===== config.mk =====
export PLATFORM = sky130hd
export DESIGN_NAME = fft_lane_fifo_flat
export DESIGN_NICKNAME = d
export VERILOG_FILES = /design/src/rtl/fft_lane_fifo_pkg.sv /design/src/rtl/fft_lane_fifo_if.sv /design/src/rtl/fft_lane_fifo_ctrl.sv /design/src/rtl/fft_lane_fifo.sv /design/src/flat_wrapper.sv
export SDC_FILE = /design/constraint.sdc
export NUM_CORES = 2
export LEC_CHECK = 0
export CAP_MARGIN = 40
export CORE_MARGIN = 5
export CORE_UTILIZATION = 50
export CTS_CLUSTER_DIAMETER = 200
export DETAILED_ROUTE_END_ITERATION = 7
export PLACE_DENSITY = 0.7
export SYNTH_ARGS = -nofsm -noshare
export SYNTH_HDL_FRONTEND = slang
export SYNTH_MEMORY_MAX_BITS = 65536
export SYNTH_SLANG_ARGS = --single-unit

===== constraint.sdc =====
create_clock -name clk_i -period 24.3 [get_ports clk_i]
set_clock_uncertainty 0.05 [all_clocks]
set_input_delay 3.645 -clock clk_i [delete_from_list [all_inputs] [get_ports clk_i]]
set_output_delay 3.645 -clock clk_i [all_outputs]
set_load 0.03 [all_outputs]

===== src/rtl/fft_lane_fifo_pkg.sv =====
// fft_lane_fifo_pkg
//   Shared types and default sizing for the multi-lane complex FIFO that sits
//   between FFT butterfly stages.
//   WIDTH        : signed bits per real/imag component
//   sample_t     : one signed component
//   lane_vec_t   : one entry's worth of components at the default lane count
package fft_lane_fifo_pkg;

  localparam int WIDTH     = 9;
  localparam int DEF_LANES = 16;
  localparam int DEF_DEPTH = 16;

  typedef logic signed [WIDTH-1:0] sample_t;
  typedef sample_t [DEF_LANES-1:0] lane_vec_t;

  // Bits needed to hold an occupancy value in 0..depth.
  function automatic int count_bits(input int depth);
    return $clog2(depth + 1);
  endfunction

endpackage


===== src/rtl/fft_lane_fifo_if.sv =====
// fft_lane_fifo_if
//   Valid/ready handshake bundle for both sides of the lane FIFO.
//   wr_valid/wr_ready/wr_real/wr_imag : producer side (entry offered / accepted)
//   rd_valid/rd_ready/rd_real/rd_imag : consumer side (FWFT head entry)
//   master : the producer/consumer environment
//   slave  : the FIFO itself
interface fft_lane_fifo_if
  import fft_lane_fifo_pkg::*;
#(
  parameter int WIDTH = fft_lane_fifo_pkg::WIDTH,
  parameter int LANES = DEF_LANES
);

  logic                        wr_valid;
  logic                        wr_ready;
  logic [LANES-1:0][WIDTH-1:0] wr_real;
  logic [LANES-1:0][WIDTH-1:0] wr_imag;

  logic                        rd_valid;
  logic                        rd_ready;
  logic [LANES-1:0][WIDTH-1:0] rd_real;
  logic [LANES-1:0][WIDTH-1:0] rd_imag;

  modport master (
    output wr_valid, wr_real, wr_imag, rd_ready,
    input  wr_ready, rd_valid, rd_real, rd_imag
  );

  modport slave (
    input  wr_valid, wr_real, wr_imag, rd_ready,
    output wr_ready, rd_valid, rd_real, rd_imag
  );

endinterface


===== src/rtl/fft_lane_fifo_ctrl.sv =====
// fft_fifo_ctrl
//   Pointer, occupancy and flag logic for the lane FIFO. Storage lives in the
//   top level; this block only decides when an entry moves and where.
//   clk_i, rst_i (sync, active-high), flush_i (sync clear)
//   wr_valid_i, rd_ready_i     : handshake requests
//   wr_ready_o, rd_valid_o     : handshake grants, from registered count only
//   push_o, pop_o              : qualified transfers this cycle
//   wr_ptr_o, rd_ptr_o         : storage indices
//   count_o, full_o, empty_o, almost_full_o : occupancy status
module fft_fifo_ctrl
  import fft_lane_fifo_pkg::*;
#(
  parameter  int DEPTH    = DEF_DEPTH,
  parameter  int AF_LEVEL = DEPTH - 2,
  localparam int PW       = $clog2(DEPTH),
  localparam int CW       = count_bits(DEPTH)
) (
  input  logic          clk_i,
  input  logic          rst_i,
  input  logic          flush_i,
  input  logic          wr_valid_i,
  input  logic          rd_ready_i,
  output logic          wr_ready_o,
  output logic          rd_valid_o,
  output logic          push_o,
  output logic          pop_o,
  output logic [PW-1:0] wr_ptr_o,
  output logic [PW-1:0] rd_ptr_o,
  output logic [CW-1:0] count_o,
  output logic          full_o,
  output logic          empty_o,
  output logic          almost_full_o
);

  logic [PW-1:0] wr_ptr_q, wr_ptr_d;
  logic [PW-1:0] rd_ptr_q, rd_ptr_d;
  logic [CW-1:0] count_q, count_d;
  logic          full, empty, xfer_en;

  // Flags decode straight from the registered count, so wr_ready never
  // depends on rd_ready and a full FIFO refuses writes even while popping.
  assign full    = (count_q == CW'(DEPTH));
  assign empty   = (count_q == '0);
  assign xfer_en = ~(rst_i | flush_i);

  assign push_o = wr_valid_i & ~full & xfer_en;
  assign pop_o  = rd_ready_i & ~empty & xfer_en;

  always_comb begin
    wr_ptr_d = wr_ptr_q;
    rd_ptr_d = rd_ptr_q;
    count_d  = count_q;
    if (push_o) wr_ptr_d = wr_ptr_q + PW'(1);
    if (pop_o)  rd_ptr_d = rd_ptr_q + PW'(1);
    unique case ({push_o, pop_o})
      2'b10:   count_d = count_q + CW'(1);
      2'b01:   count_d = count_q - CW'(1);
      default: count_d = count_q;
    endcase
  end

  always_ff @(posedge clk_i) begin
    if (rst_i || flush_i) begin
      wr_ptr_q <= '0;
      rd_ptr_q <= '0;
      count_q  <= '0;
    end else begin
      wr_ptr_q <= wr_ptr_d;
      rd_ptr_q <= rd_ptr_d;
      count_q  <= count_d;
    end
  end

  assign wr_ready_o    = ~full;
  assign rd_valid_o    = ~empty;
  assign wr_ptr_o      = wr_ptr_q;
  assign rd_ptr_o      = rd_ptr_q;
  assign count_o       = count_q;
  assign full_o        = full;
  assign empty_o       = empty;
  assign almost_full_o = (count_q >= CW'(AF_LEVEL));

endmodule


===== src/rtl/fft_lane_fifo.sv =====
// fft_lane_fifo
//   Parametrised multi-lane complex FIFO between FFT butterfly stages.
//   Each entry holds LANES complex samples; read side is first-word-fall-
//   through with zeroed data while empty.
//   clk_i          : clock, rising edge
//   rst_i          : synchronous reset, active-high
//   flush_i        : synchronous content clear
//   bus            : write/read valid/ready handshake and lane data
//   count_o        : entries stored
//   full_o/empty_o : count == DEPTH / count == 0
//   almost_full_o  : count >= AF_LEVEL
module fft_lane_fifo
  import fft_lane_fifo_pkg::*;
#(
  parameter  int WIDTH    = fft_lane_fifo_pkg::WIDTH,
  parameter  int LANES    = DEF_LANES,
  parameter  int DEPTH    = DEF_DEPTH,
  parameter  int AF_LEVEL = DEPTH - 2,
  localparam int PW       = $clog2(DEPTH),
  localparam int CW       = count_bits(DEPTH)
) (
  input  logic           clk_i,
  input  logic           rst_i,
  input  logic           flush_i,
  fft_lane_fifo_if.slave bus,
  output logic [CW-1:0]  count_o,
  output logic           full_o,
  output logic           empty_o,
  output logic           almost_full_o
);

  logic          push, pop;
  logic [PW-1:0] wr_ptr, rd_ptr;

  // Storage is deliberately not reset; the pointers make stale entries
  // unreachable after reset or flush.
  logic [LANES-1:0][WIDTH-1:0] mem_real_q [DEPTH];
  logic [LANES-1:0][WIDTH-1:0] mem_imag_q [DEPTH];

  fft_fifo_ctrl #(
    .DEPTH    (DEPTH),
    .AF_LEVEL (AF_LEVEL)
  ) u_ctrl (
    .clk_i         (clk_i),
    .rst_i         (rst_i),
    .flush_i       (flush_i),
    .wr_valid_i    (bus.wr_valid),
    .rd_ready_i    (bus.rd_ready),
    .wr_ready_o    (bus.wr_ready),
    .rd_valid_o    (bus.rd_valid),
    .push_o        (push),
    .pop_o         (pop),
    .wr_ptr_o      (wr_ptr),
    .rd_ptr_o      (rd_ptr),
    .count_o       (count_o),
    .full_o        (full_o),
    .empty_o       (empty_o),
    .almost_full_o (almost_full_o)
  );

  always_ff @(posedge clk_i) begin
    if (push) begin
      mem_real_q[wr_ptr] <= bus.wr_real;
      mem_imag_q[wr_ptr] <= bus.wr_imag;
    end
  end

  // Pop only advances rd_ptr in the controller; the head is read in place.
  logic unused_pop;
  assign unused_pop = pop;

  assign bus.rd_real = empty_o ? '0 : mem_real_q[rd_ptr];
  assign bus.rd_imag = empty_o ? '0 : mem_imag_q[rd_ptr];

endmodule

===== src/flat_wrapper.sv =====
// flat-port wrapper written by rule: the top's interface ports become plain ports
module fft_lane_fifo_flat import fft_lane_fifo_pkg::*;
#(
  parameter  int WIDTH    = fft_lane_fifo_pkg::WIDTH,
  parameter  int LANES    = DEF_LANES,
  parameter  int DEPTH    = DEF_DEPTH,
  parameter  int AF_LEVEL = DEPTH - 2,
  localparam int PW       = $clog2(DEPTH),
  localparam int CW       = count_bits(DEPTH)
)
  (clk_i, rst_i, flush_i, count_o, full_o, empty_o, almost_full_o, bus_wr_valid, bus_wr_real, bus_wr_imag, bus_rd_ready, bus_wr_ready, bus_rd_valid, bus_rd_real, bus_rd_imag);
  fft_lane_fifo_if #(.WIDTH(WIDTH), .LANES(LANES)) bus_i ();
  input  logic clk_i;
  input  logic rst_i;
  input  logic flush_i;
  output logic [CW-1:0] count_o;
  output logic full_o;
  output logic empty_o;
  output logic almost_full_o;
  input wire logic [$bits(bus_i.wr_valid)-1:0] bus_wr_valid;
  input wire logic [$bits(bus_i.wr_real)-1:0] bus_wr_real;
  input wire logic [$bits(bus_i.wr_imag)-1:0] bus_wr_imag;
  input wire logic [$bits(bus_i.rd_ready)-1:0] bus_rd_ready;
  output wire logic [$bits(bus_i.wr_ready)-1:0] bus_wr_ready;
  output wire logic [$bits(bus_i.rd_valid)-1:0] bus_rd_valid;
  output wire logic [$bits(bus_i.rd_real)-1:0] bus_rd_real;
  output wire logic [$bits(bus_i.rd_imag)-1:0] bus_rd_imag;
  assign bus_i.wr_valid = bus_wr_valid;
  assign bus_i.wr_real = bus_wr_real;
  assign bus_i.wr_imag = bus_wr_imag;
  assign bus_i.rd_ready = bus_rd_ready;
  assign bus_wr_ready = bus_i.wr_ready;
  assign bus_rd_valid = bus_i.rd_valid;
  assign bus_rd_real = bus_i.rd_real;
  assign bus_rd_imag = bus_i.rd_imag;
  fft_lane_fifo #(.WIDTH(WIDTH), .LANES(LANES), .DEPTH(DEPTH), .AF_LEVEL(AF_LEVEL)) u_core (.clk_i(clk_i), .rst_i(rst_i), .flush_i(flush_i), .bus(bus_i), .count_o(count_o), .full_o(full_o), .empty_o(empty_o), .almost_full_o(almost_full_o));
endmodule

# After elaboration in Yosys (flattened, before gate mapping)
# Memories as Yosys holds them, arrays and structs flattened. A register that Yosys moved wholly into a read port is not among the register bits.
# Cells that the tools add are included.
# W data, S select, Z words.
# classes
reduce_logical	3
addsub	4
mux	9
n_bitwise	8
order_cmp	1
n_eq_ne	3
# ops
operator	count
$mux W144	2
$mux W4	4
$pmux W5 S2	1
$add A4 B1 Y4 const B	2
$add A5 B1 Y5 const B	1
$eq A5 B5 Y1 const B	1
$ge A5 B4 Y1 const B	1
$logic_not A5 Y1	1
$sub A5 B1 Y5 const B	1
$and A1 B1 Y1	4
$not A1 Y1	3
$eq A2 B1 Y1 const B	1
$eq A2 B2 Y1 const B	1
$mux W1	2
$reduce_bool A2 Y1	1
$logic_or A1 B1 Y1	1
$or A1 B1 Y1	1
# totals
word_cells	33
mem_bits_rw	4608
memories	2
ff_bits	13
# mem_list
name	depth	word_bits	rd	rd_ports_with_merged_regs	wr	line_no	text
u_core.mem_imag_q	16	144	1	1	1	fft_lane_fifo.sv:38	logic [LANES-1:0][WIDTH-1:0] mem_imag_q [DEPTH];
u_core.mem_real_q	16	144	1	1	1	fft_lane_fifo.sv:37	logic [LANES-1:0][WIDTH-1:0] mem_real_q [DEPTH];

# Longest topological paths before layout
# depth
depth_word	6
mapped_depth	12
mapped_depth_nobuf	10

# By module
# A second synthesis with hierarchy kept.
# unflattened
cells_unflattened	9620
area_unflattened_um2	178025.7
# modules_own_cells
module	cells_each	area_each_um2	instances
fft_lane_fifo	9531	177268.8	1
fft_fifo_ctrl	89	757.0	1

# Worst setup path after synthesis
# Ideal clock, no wire load.
# synth_path
path_kind	input port to flip-flop
start	in flush_i
end	mem u_core.mem_imag_q[3][0] in the netlist's numbering, enable pin
arrival_time_ps	23709
setup_ps	1290
path_buffers	0
setup_slack_ps	-749
cell_stages	4
t_required_ps	22960
path_cell_list	or2_1 -> a211oi_2 -> nand2_1 -> nor3_1
# synth_between
elab_chain_len	5
# synth_rtl
element	line_no	text
start, declared	flat_wrapper.sv:15	input logic flush_i;
$or A1 B1 Y1	fft_lane_fifo_ctrl.sv:44	assign xfer_en = ~(rst_i | flush_i);
$not A1 Y1	fft_lane_fifo_ctrl.sv:44	
$and A1 B1 Y1	fft_lane_fifo_ctrl.sv:46	assign push_o = wr_valid_i & ~full & xfer_en;
$mux W1	fft_lane_fifo.sv:62	if (push) begin
$mux W1 (implied by the code)	fft_lane_fifo.sv:64	mem_imag_q[wr_ptr] <= bus.wr_imag;
end, declared	fft_lane_fifo.sv:38	
# Every way passes these cells.

==> impl_metrics.yaml <==
clock_network:
  cts-root-buf: "clkbuf_16"
  post_cts_resized: 0
  insertion_delay_ps: 970
  post_cts_buffers: 0
  cts_hold_buf: 0
  cts.clk_slew.worst_paths_ps: 60
  clock-sinks: 4625
  cts_buffers: 452
  htreeDepth: 5
  cts_tree: "yes"
  clockBufferDepth: 4
die:
  initial_core_util_pct: 50.1
  num_rows: 218
  die_h_um: 604
  ioPinCount: 591
  fp.dieArea_um2: 365000
  core-area_um2: 352000
  die_w_um: 604
route:
  viasPerCell: 6.12
  drc: 0
  first_iter_violations: 9924
  drt_pass1_iterations: 6
  wl_um: 437000
  postRouteAntennaNets: 0
  wire_per_inst_um: 30.5
  vias: 87700
sta:
  hold_slack_ps: 418
  finalCritPeriodShare_pct: 43.7
  relSlewSlack_pct: 21.0
  tns_ps: 0
  post-route-min-period_ps: 10610
  hold_violations: 0
  worst_pin_slew_ps: 1180
  rsz0062_at_grt: "false"
  drv_slew: 0
  setup_viol: 0
  fmax_mhz: 94.3
run:
  max_cap_viol_count: 0
synth:
  yosysTopAreaCellShare_pct: 78.3
  syn-instance-count: 8390
  synthArstFlopShare_pct: 0
  syn_avg_cell_area_um2: 21.1
  synth_edf_count: 4608
  syn_area_um2: 177000
  yosysSeqAreaShare_pct: 78.5
  postSynthRegisterBits: 4625
  netlist_top_cells_area: "edfxtp_1 78%, mux2i_1 8.2%, mux4_2 7.3%"
  synth.distinct_cells: 45
  yosysTopAreaCell: "edfxtp_1"
  synth_ff_type: "edfxtp_1"
  ys_warn_count: 0
  syn_nets: 8690
place:
  gp_congestion: 0.754
  place_area_um2: 189000
  io_buffers: 590
  dp_hpwl_um: 233000
grt:
  grt_pass1_vias: 89600
  grt_pass1_wl_um: 628000
  grt-ovfl-total: 0
  grt_max_degree: 145
  grt_usage_pct: 23.4
  antenna_found_initial: 89
power_and_ir_drop:
  p_per_area_nw_per_um2: 78.1
  leakage_nw: 60.5
  vdd_drop_max_uv: 63.1
critical_path:
  r2r_start: "u_core.u_ctrl.count_o[1]"
  worst_path_max_delay_cell: "clkdlybuf4s50_1"
  cp.buffers_inverters: 8
  crit_fanout: 119
  critPathKind: "flip-flop to primary output"
  endpoint_kind: "primary output"
  crit_top_cell: "buf_4"
  cp.arrival_ps: 6910
  critPathMaxStageDelay_ps: 760
  required_ps: 20610
  cp_cell_sequence: "buf_4 -> buf_12 -> buf_4 -> buf_16 -> buf_4 -> buf_16 -> buf_4 -> mux2i_1 -> a22oi_1 -> nand2_1 -> o22ai_1 -> clkdlybuf4s50_1"
  path_delay_family: "buffers and inverters"
  crit_path_start_kind: "flip-flop"
layout:
  finalNetCount: 9484
  area_delta_synth_final_pct: 15.6
  n_fill_cell: 25100
  stdcell_area_um2: 204000
  drive_above_1_share_pct: 15.1
hold_path:
  min_from: "u_core.u_ctrl.rd_ptr_o[3]"
  min-delay-path-class: "flip-flop to flip-flop"
run_status:
  status: "completed"
## worst paths after layout
path	end	cells after the start	slack, ps
hold / removal	u_core.u_ctrl.rd_ptr_o[3]	1	420
setup reg to reg	u_core.mem_real_q[2][28]	9	18880
setup / recovery	bus_rd_real[95]	12	13690
hold reg to reg	u_core.u_ctrl.rd_ptr_o[3]	1	420
## cell usage in the layout (no fill, tap or decap), types with 33 or more instances in the layout
cell and instances:
clkdlybuf4s50_1 590, clkbuf_1 111, nand2_1 295, mux4_2 576
clkinv_1 117, o22ai_1 288, clkbuf_16 454, edfxtp_1 4608
a22oi_1 576, clkinv_2 58, buf_16 63, diode_2 45
buf_4 141, buf_12 33, mux2i_1 1448, bufinv_16 46
## registers in the layout (all words and copies together) (netlist names), named ones only
signal,cells
u_core.mem_imag_q,2304
u_core.mem_real_q,2304
u_core.u_ctrl.count_o,5
u_core.u_ctrl.rd_ptr_o,4
u_core.u_ctrl.wr_ptr_o,4
## routing by layer
layer	vias to the layer above	share of wire (%)	routed length, um	track usage [%]
met2	3965	49	215000	38.4
li1	36600	-	-	-
met5	-	0.057	251	0
met1	46400	40	174000	32.6
met3	706	8.0	34800	4.03
met4	38	2.8	12200	6.71
## cells in the mapped netlist (all sizes together) (3+ instances only)
| cell type | instances |
|---|---|
| o21ai | 4 |
| a21oi | 6 |
| xor2 | 3 |
| nor2 | 10 |
| nand2 | 296 |
| clkbuf | 110 |
| nand2b | 3 |
| a22oi | 576 |
| mux4 | 576 |
| buf | 377 |
| nor3 | 3 |
| ha | 7 |
| nor2b | 5 |
| o22ai | 288 |
| nand3 | 4 |
| mux2i | 1448 |
| nand4 | 4 |
| dfxtp | 17 |
| edfxtp | 4608 |
| and3 | 17 |
| inv | 6 |
## through the flow
stage	power [W]	util (%)	setup slack, ps	instances
2_1_floorplan	0.00905	-	8090	8390
3_3_place_gp	0.00922	53.2	13930	13400
3_5_place_dp	0.00924	53.8	14530	13500
4_1_cts	0.0161	57.9	13430	14300
5_1_grt	0.0164	58.0	13340	14300
6_report	0.0160	58.0	13690	14300
## cell type report
cell class | count | area [um2] | share of cell area [%]
Sequential cell | 4625 | 139000 | 67.9
Multi-Input combinational cell | 3272 | 35500 | 17.4
Clock buffer | 567 | 11800 | 5.78
Timing Repair Buffer | 827 | 9360 | 4.58
Tap cell | 4730 | 5920 | 2.90
Clock inverter | 263 | 2920 | 1.43
Antenna cell | 45 | 113 | 0.0551
Inverter | 6 | 22.5 | 0.0110
## cell families after synthesis
kind of cell	after synthesis	share of synthesized area, %
buf+inv	493	1.49
compound gates	882	3.53
mux	2024	15.5
flops	4625	78.5
simple gates	354	0.842
fa+ha+maj	7	0.0496
xor+xnor	5	0.0248
## where the power goes
part / internal [W] / switching (W)
combinational: 0.0000898 / 0.000186
clock: 0.00394 / 0.00295
sequential: 0.00879 / 0.00000488
total: 0.0128 / 0.00314
Note: power is estimated with default switching activity, not from simulation.
